File: src/rtl/ser_rx_fifo.sv
// UART 8N1 receiver (8E1 with parity_err output when SER_RX_PARITY_EN is defined) feeding a FWFT byte FIFO.
// Latency: byte pushed one cycle after the stop-bit sample, rx_valid/rx_data registered one cycle after push.
// Backpressure: rx_valid/rx_ready pop; a byte completing while the FIFO is full is dropped with an overrun pulse.
module ser_rx_fifo #(
    parameter int DEPTH = 4,
    parameter int DIV_W = 16
) (
    input  logic                     clk,
    input  logic                     resetn,
    input  logic                     ser_rx,
    input  logic [DIV_W-1:0]         cfg_div,
    output logic [7:0]               rx_data,
    output logic                     rx_valid,
    input  logic                     rx_ready,
    output logic                     frame_err,
    output logic                     overrun,
`ifdef SER_RX_PARITY_EN
    output logic                     parity_err,
`endif
    output logic [$clog2(DEPTH):0]   fill
);

    localparam int AW = $clog2(DEPTH);
    localparam int CW = AW + 1;

`ifdef SER_RX_PARITY_EN
    typedef enum logic [2:0] {IDLE, START, DATA, PARITY, STOP, BRK} state_t;
`else
    typedef enum logic [2:0] {IDLE, START, DATA, STOP, BRK} state_t;
`endif

    // ------------------------------------------------------------------
    // Input synchroniser and edge detect
    // ------------------------------------------------------------------
    logic sync1;
    logic rx_s;
    logic rx_prev;
    logic fall_edge;

    // Two-flop synchroniser plus one history flop; all idle high so reset never fakes a start edge.
    always_ff @(posedge clk or negedge resetn) begin
        if (!resetn) begin
            sync1   <= 1'b1;
            rx_s    <= 1'b1;
            rx_prev <= 1'b1;
        end else begin
            sync1   <= ser_rx;
            rx_s    <= sync1;
            rx_prev <= rx_s;
        end
    end

    assign fall_edge = rx_prev & ~rx_s;

    // ------------------------------------------------------------------
    // Receive FSM and bit-period divider
    // ------------------------------------------------------------------
    state_t           state;
    logic [DIV_W-1:0] cnt;
    logic [DIV_W-1:0] div_q;
    logic [DIV_W-1:0] div_eff;
    logic [2:0]       idx;
    logic [7:0]       shreg;
    logic             push_req;
    logic             cnt_exp;
`ifdef SER_RX_PARITY_EN
    logic             par_bad;
`endif

    // Periods below 4 cycles leave no room for the half-period start-bit centring.
    assign div_eff = (cfg_div < DIV_W'(4)) ? DIV_W'(4) : cfg_div;
    // cnt is loaded with (period - 1) on entry, so expiry lands exactly one period after entry.
    assign cnt_exp = (cnt == '0);

    // Frame sequencing; push_req and the error pulses are registered one-cycle strobes.
    always_ff @(posedge clk or negedge resetn) begin
        if (!resetn) begin
            state     <= IDLE;
            cnt       <= '0;
            div_q     <= DIV_W'(4);
            idx       <= '0;
            shreg     <= '0;
            push_req  <= 1'b0;
            frame_err <= 1'b0;
`ifdef SER_RX_PARITY_EN
            par_bad    <= 1'b0;
            parity_err <= 1'b0;
`endif
        end else begin
            push_req  <= 1'b0;
            frame_err <= 1'b0;
`ifdef SER_RX_PARITY_EN
            parity_err <= 1'b0;
`endif
            case (state)
                IDLE: begin
                    if (fall_edge) begin
                        // The period is latched here so mid-frame cfg_div changes wait for the next frame.
                        state <= START;
                        div_q <= div_eff;
                        cnt   <= (div_eff >> 1) - DIV_W'(1);
                    end
                end
                START: begin
                    if (cnt_exp) begin
                        if (!rx_s) begin
                            state <= DATA;
                            idx   <= '0;
                            cnt   <= div_q - DIV_W'(1);
                        end else begin
                            // Line back high at mid start bit: treat as a glitch.
                            state <= IDLE;
                            cnt   <= '0;
                        end
                    end else begin
                        cnt <= cnt - DIV_W'(1);
                    end
                end
                DATA: begin
                    if (cnt_exp) begin
                        shreg[idx] <= rx_s;
                        cnt        <= div_q - DIV_W'(1);
                        if (idx == 3'd7) begin
`ifdef SER_RX_PARITY_EN
                            state <= PARITY;
`else
                            state <= STOP;
`endif
                        end else begin
                            idx <= idx + 3'd1;
                        end
                    end else begin
                        cnt <= cnt - DIV_W'(1);
                    end
                end
`ifdef SER_RX_PARITY_EN
                PARITY: begin
                    if (cnt_exp) begin
                        // Even parity: data bits plus parity bit must XOR to zero.
                        par_bad <= rx_s ^ (^shreg);
                        state   <= STOP;
                        cnt     <= div_q - DIV_W'(1);
                    end else begin
                        cnt <= cnt - DIV_W'(1);
                    end
                end
`endif
                STOP: begin
                    if (cnt_exp) begin
                        cnt <= '0;
                        if (rx_s) begin
                            state <= IDLE;
`ifdef SER_RX_PARITY_EN
                            if (par_bad) begin
                                parity_err <= 1'b1;
                            end else begin
                                push_req <= 1'b1;
                            end
`else
                            push_req <= 1'b1;
`endif
                        end else begin
                            // Framing error wins over parity; byte is discarded.
                            frame_err <= 1'b1;
                            state     <= BRK;
                        end
                    end else begin
                        cnt <= cnt - DIV_W'(1);
                    end
                end
                BRK: begin
                    // A held-low line stays here, so it reports only one framing error.
                    if (rx_s) begin
                        state <= IDLE;
                        cnt   <= '0;
                    end
                end
                default: begin
                    state <= IDLE;
                    cnt   <= '0;
                end
            endcase
        end
    end

    // ------------------------------------------------------------------
    // First-word-fall-through FIFO
    // ------------------------------------------------------------------
    logic [7:0]    mem [DEPTH];
    logic [AW-1:0] wr_ptr;
    logic [AW-1:0] rd_ptr;
    logic [AW-1:0] rd_nxt;
    logic [CW-1:0] count;
    logic [CW-1:0] count_next;
    logic [7:0]    head_next;
    logic          full;
    logic          do_pop;
    logic          wr_en;
    logic          drop;

    assign full   = (count == CW'(DEPTH));
    assign do_pop = rx_valid & rx_ready;
    // When full, a simultaneous pop frees the slot the push needs.
    assign wr_en  = push_req & (~full | do_pop);
    assign drop   = push_req & full & ~do_pop;
    assign rd_nxt = rd_ptr + AW'(1);
    assign fill   = count;

    // Next occupancy and the byte that will sit at the head after this cycle.
    always_comb begin
        count_next = count;
        if (wr_en && !do_pop) begin
            count_next = count + CW'(1);
        end else if (!wr_en && do_pop) begin
            count_next = count - CW'(1);
        end
        head_next = rx_data;
        if (count_next != '0) begin
            if (count == '0 || (do_pop && count == CW'(1))) begin
                head_next = shreg;
            end else if (do_pop) begin
                head_next = mem[rd_nxt];
            end else begin
                head_next = mem[rd_ptr];
            end
        end
    end

    // Storage array; contents need no reset because occupancy gates visibility.
    always_ff @(posedge clk) begin
        if (wr_en) begin
            mem[wr_ptr] <= shreg;
        end
    end

    // Pointer/occupancy bookkeeping with registered head, valid and overrun strobe.
    always_ff @(posedge clk or negedge resetn) begin
        if (!resetn) begin
            wr_ptr   <= '0;
            rd_ptr   <= '0;
            count    <= '0;
            rx_valid <= 1'b0;
            rx_data  <= '0;
            overrun  <= 1'b0;
        end else begin
            if (wr_en) begin
                wr_ptr <= wr_ptr + AW'(1);
            end
            if (do_pop) begin
                rd_ptr <= rd_nxt;
            end
            count    <= count_next;
            rx_valid <= (count_next != '0);
            rx_data  <= head_next;
            overrun  <= drop;
        end
    end

endmodule
File: config.mk
export PLATFORM = sky130hd
export DESIGN_NAME = ser_rx_fifo
export DESIGN_NICKNAME = d
export VERILOG_FILES = /design/src/rtl/ser_rx_fifo.sv
export SDC_FILE = /design/constraint.sdc
export NUM_CORES = 1
export LEC_CHECK = 0
export ABC_CLOCK_PERIOD_IN_PS = 2400
export CAP_MARGIN = 25
export CORE_MARGIN = 2
export CORE_UTILIZATION = 60
export DETAILED_ROUTE_END_ITERATION = 10
export PLACE_DENSITY = 0.8
export RECOVER_POWER = 100
export SKIP_CTS_REPAIR_TIMING = 1
export SLEW_MARGIN = 20
export SYNTH_ARGS = -nofsm -noshare
export SYNTH_HDL_FRONTEND = slang
export SYNTH_SLANG_ARGS = --single-unit
File: constraint.sdc
create_clock -name clk -period 2.4 [get_ports clk]
set_input_delay 0.6 -clock clk [delete_from_list [all_inputs] [get_ports clk]]
set_output_delay 0.6 -clock clk [all_outputs]
set_load 0.01 [all_outputs]
* Word-level counts from Yosys, hierarchy flattened
Memory sizes are Yosys's and may differ from the RTL's. Index checks and enable logic that the tools add are counted.
Storage, ports and cells: logic and storage cells 106, bits of input ports 20, memories kept 1, output and inout port bits 14, RAM bits 32, flip-flop bits (word level) 68
Cells by class: eq/ne operators 15, reduce and logical (&&, ||, !) cells 17, muxes and demuxes 37, magnitude comparators 3, bitwise gates (word level) 9, add/subtract/negate cells 8
Memories:
- mem | depth 4, width 8, read ports 2, clocked after Yosys merged registers in 0, write ports 1, RTL line 189 | logic [7:0] mem [DEPTH];
Operators with widths (count):
- 2-to-1 mux 16 bit | 7
- one-hot mux 16 bit (5 select lines) | 1
- 2-to-1 mux 3 bit | 13
- subtractor 16 x 1 -> 16 bit (second input constant) | 2
- logical NOT 16 bit | 1
- < comparator 16 x 3 -> 1 bit (second input constant) | 1
- 2-to-1 mux 8 bit | 2
- != test 2 bit (second input constant) | 8
- subtractor 15 x 1 -> 16 bit (second input constant) | 1
- one-hot mux 3 bit (5 select lines) | 1
- equality test 3 bit (second input constant) | 3
- 2-to-1 mux 1 bit | 9
- bitwise mux 8 bit | 1
- adder 3 x 1 -> 3 bit (second input constant) | 2
- equality test 3 x 1 -> 1 bit (second input constant) | 2
- equality test 3 x 2 -> 1 bit (second input constant) | 2
- logical NOT 3 bit | 2
- one-hot mux 3 bit (2 select lines) | 1
- AND reduction 2 bit | 3
- AND reduction 6 bit | 1
- AND 1 bit | 5
- AND reduction 5 bit | 1
- adder 2 x 1 -> 2 bit (second input constant) | 2
- logical AND 1 bit | 4
- 11 further kinds | 14

* Longest topological paths before layout
word-level depth 9, gate-level depth with buffers 11, mapped depth without buffers 10

* Least setup slack after synthesis
OpenSTA, ideal clock, no wires.
kind input to register, start point input cfg_div[12], end point register cnt[14], library setup time 0.126 ns, required time 2.274 ns, path buffers 1, setup slack -0.638 ns, data arrival time 2.912 ns, stages 10, cell sequence or4_1 > buf_2 > nand4b_2 > o31ai_1 > ha_1 > nor2b_1 > nand3_1 > nor3_1 > xor2_1 > a221o_1
On the way: word-level cells in the longest chain between the ends 5
RTL lines:
- from (decl) | RTL line 11 | input logic [DIV_W-1:0] cfg_div,
- < comparator 16 x 3 -> 1 bit | RTL line 71 | assign div_eff = (cfg_div < DIV_W'(4)) ? DIV_W'(4) : cfg_div;
- 2-to-1 mux 16 bit * | RTL line 71
- subtractor 15 x 1 -> 16 bit * | RTL line 101 | cnt <= (div_eff >> 1) - DIV_W'(1);
- 2-to-1 mux 16 bit * | RTL line 97 | if (fall_edge) begin
- one-hot mux 16 bit (5 select lines) * | RTL line 95 | case (state)
- to (signal assigned) | RTL line 101
- to (signal assigned) | RTL line 109 | cnt <= div_q - DIV_W'(1);
- to (signal assigned) | RTL line 116 | cnt <= cnt - DIV_W'(1);
- to (decl) | RTL line 59 | logic [DIV_W-1:0] cnt;
Every way passes the cells marked *; elsewhere a longest branch is shown, timed or not. The select of a mux whose other input is x is not followed. A chain may end at the register's enable or synchronous reset.

* Final worst setup path
start point input rx_ready, end point register rx_data[1]
On the way: word-level cells in the longest chain between the ends 8, elaborated cells on any way between the ends 14, those cells by class mux: 4; bitwise: 3; reduce/logical: 7
RTL lines:
- from (decl) | RTL line 14 | input logic rx_ready,
- AND 1 bit * | RTL line 202 | assign do_pop = rx_valid & rx_ready;
- OR 1 bit | RTL line 204 | assign wr_en = push_req & (~full | do_pop);
- AND 1 bit | RTL line 204
- logical NOT 1 bit | RTL line 214 | end else if (!wr_en && do_pop) begin
- logical AND 1 bit | RTL line 214
- 2-to-1 mux 3 bit | RTL line 214
- 2-to-1 mux 3 bit * | RTL line 212 | if (wr_en && !do_pop) begin
- named net count_next[2] | RTL line 194 | logic [CW-1:0] count_next;
- nonzero test 3 bit * | RTL line 218 | if (count_next != '0) begin
- to (signal assigned) | RTL line 254 | rx_data <= head_next;
- to (decl) | RTL line 12 | output logic [7:0] rx_data,
The timed path passes the listed nets; every way through them passes the cells marked *.

==> reports/metrics.cfg <==
[pwr]
p_seq_share_pct = 37.6
power_density_nw_per_um2 = 1060
p_sw_w = 0.00324
p_leak_nw = 2.94
cellInternalPower_w = 0.00420
vdd_drop_max_mv = 0.540
switching_share_pct = 43.5
p_clk_share_pct = 15.0
pwr-share-comb_pct = 47.4

[sta]
hold_viol_final = 0
slew_violations = 60
setup_viol = 41
relSlewSlack_pct = -1.06
skew_ns = 0.0160
rsz0062_at_grt = true
final.setup.tns_ns = -1.95
fin_ws_ns = -0.0848
final.period_utilization_pct = 104
tightestPinTransition_ns = 1.52
hold_ws_ns = 0.137
fmax_ghz = 0.402
period_minus_slack_ns = 2.48

[worst_hold_path]
min_path_type = in -> async

[clocking]
clkTransAtPathRegs_ns = 0.11
cts_buffers = 9
clockRootBuffer = clkbuf_8
cts_max_path_buffers = 2
numClockSinks = 100
clock_latency_ns = 0.38
cts_tree = yes
cts_max_level = 3

[yosys]
syn_nets = 610
yosysSeqAreaShare_pct = 46.1
synth_ff_type = dfrtp_1
yosys.cell_types.count = 72
avgSynthCellArea_um2 = 10.0
yosysWarnings = 0
synth_edf_count = 32
synth-async-reset-ratio_pct = 68.0
ys_ff_latch = 100
syn_inst = 577
syn_area_um2 = 5790

[worst_setup_path]
cp_cell_sequence = dlygate4sd3_1 -> nand2_1 -> buf_4 -> a41o_1 -> a21oi_1 -> nor3_2 -> mux2_2
arrival_ns = 2.74
required_ns = 2.66
path_max_fanout = 9
reg2reg_from = rx_s
criticalPathCategory = in -> reg
crit_path_start_kind = input port
cp_slowest_cell = dlygate4sd3_1
crit_start = rx_ready
slowest_delay_ns = 0.59
end_kind = register

[route]
wl_per_cell_um = 19.4
detail_route.first_pass.iterations = 5
highest_layer = met4
met3RoutedLength_mm = 1.53
vias = 5129
routedLengthMet1_mm = 6.61
drc = 0
drtIter0Drc = 544
routed_via_density = 6.44
ant_nets = 0
wl_mm = 15.5
dr_wl_met2_mm = 6.97

[cells_and_area]
layout_common_cells = 72 x nand2_1, 64 x dfrtp_1, 53 x buf_4
nets = 695
mostFrequentLayoutCell = nand2_1
layout-drive-gt1-share_pct = 20.5
syn_to_final_growth_pct = 21.4
antennaDiodeCount = 0
design_area_um2 = 7030
num-fill-cells = 650
post-route-util_pct = 75.7

[global_route]
grt_pass1_wl_mm = 25.1
globalRoute.totalOverflow = 0
grt_max_degree = 60
grt_pass1_vias = 4931
antenna_found_initial = 0
grtUsageTotal_pct = 31.0

[outcome]
status = finished, violations left
violations = capacitance limit, slew limit, setup timing

[floorplan]
rows = 35
start_util_pct = 62.4
pin_count = 34
chipHeight_um = 102
die_area_um2 = 10500
coreArea_um2 = 9280
die_x_um = 102

[placement]
port_buffers = 33
place_congestion = 1.08
dp_hpwl_mm = 11.5
place_area_um2 = 6810

[flow_run]
drv_cap = 1

## per-stage QoR
| stage | total power (W) | worst slack (ns) | instances |
|---|---|---|---|
| after floorplan | 0.00502 | -0.468 | 577 |
| after global placement | 0.00610 | -0.801 | 779 |
| after detailed placement | 0.00628 | -0.858 | 779 |
| after CTS | 0.00740 | -0.456 | 795 |
| after global routing | 0.00786 | -0.188 | 796 |
| final | 0.00743 | -0.0848 | 796 |
## metal layers
layer	vias to the layer above	GRT usage [%]
li1	2336	-
met1	2445	44.7
met2	301	46.4
met3	47	8.34
met4	0	9.13
met5	-	0
## final timing paths
| kind | to | slack [ns] | cells after the start |
|---|---|---|---|
| setup / recovery | rx_data[1] | -0.08 | 7 |
| hold / removal | fill[0] | 0.14 | 1 |
| setup reg to reg | cnt[13] | 0.01 | 7 |
| hold reg to reg | rx_s | 0.37 | 0 |
| max in group asynchronous | shreg[4] | 0.44 | 2 |
| min in group clk | rx_s | 0.37 | 0 |
## flip-flops by register name, summed over array words and instances, names as in the netlist, 2 cells and up
signal / flops
mem: 32
cnt: 16
div_q: 16
rx_data: 8
shreg: 8
fill: 3
idx: 3
state: 3
rd_ptr: 2
wr_ptr: 2
## worst max-delay path: cells and delay by family
kind | cells | cell delay, ns
AO/OA/AOI/OAI | 2 | 0.26
buffers and inverters | 2 | 0.74
AND/OR/NAND/NOR | 2 | 0.72
multiplexers | 1 | 0.41
## synthesized netlist by cell type (15+ instances only)
cell / n / share of area [%]
clkbuf_1: 20 / 1.3
xnor2_1: 18 / 2.7
mux2_2: 16 / 3.1
nand2_1: 72 / 4.7
inv_1: 15 / 0.97
edfxtp_1: 32 / 17
dfrtp_1: 64 / 28
nand3_1: 15 / 1.3
o21ai_0: 28 / 2.4
o2bb2ai_1: 16 / 2.4
a21oi_1: 25 / 2.2
nor3_1: 22 / 1.9
nor2_1: 31 / 2.0
## cell type report
cell class	count	area (µm²)	share of cell area (%)
multi-input combinational	434	3050	43.3
sequential	100	2670	37.9
timing repair buffer	102	885	12.6
tap	129	161	2.30
clock buffer	9	124	1.76
clock inverter	7	91.3	1.30
inverter	15	56.3	0.801
## cells by family (layout without fill, tap and decap cells)
group / Yosys count / count (layout) / share of synthesized area (%)
simple gates: 226 / 226 / 22.0
compound gates: 141 / 141 / 17.1
flops: 100 / 100 / 46.1
buf+inv: 43 / 133 / 2.92
mux: 30 / 30 / 5.53
xor+xnor: 24 / 24 / 3.63
fa+ha+maj: 13 / 13 / 2.81
## power by group through the flow
stage	clock [W]	combinational, W	sequential [W]
6_report	0.00111	0.00352	0.00280
5_1_grt	0.00119	0.00380	0.00287
4_1_cts	0.00112	0.00349	0.00278
3_5_place_dp	0	0.00347	0.00281
3_3_place_gp	0	0.00332	0.00278
2_1_floorplan	0	0.00244	0.00259
(Power assumes the default switching activity.)
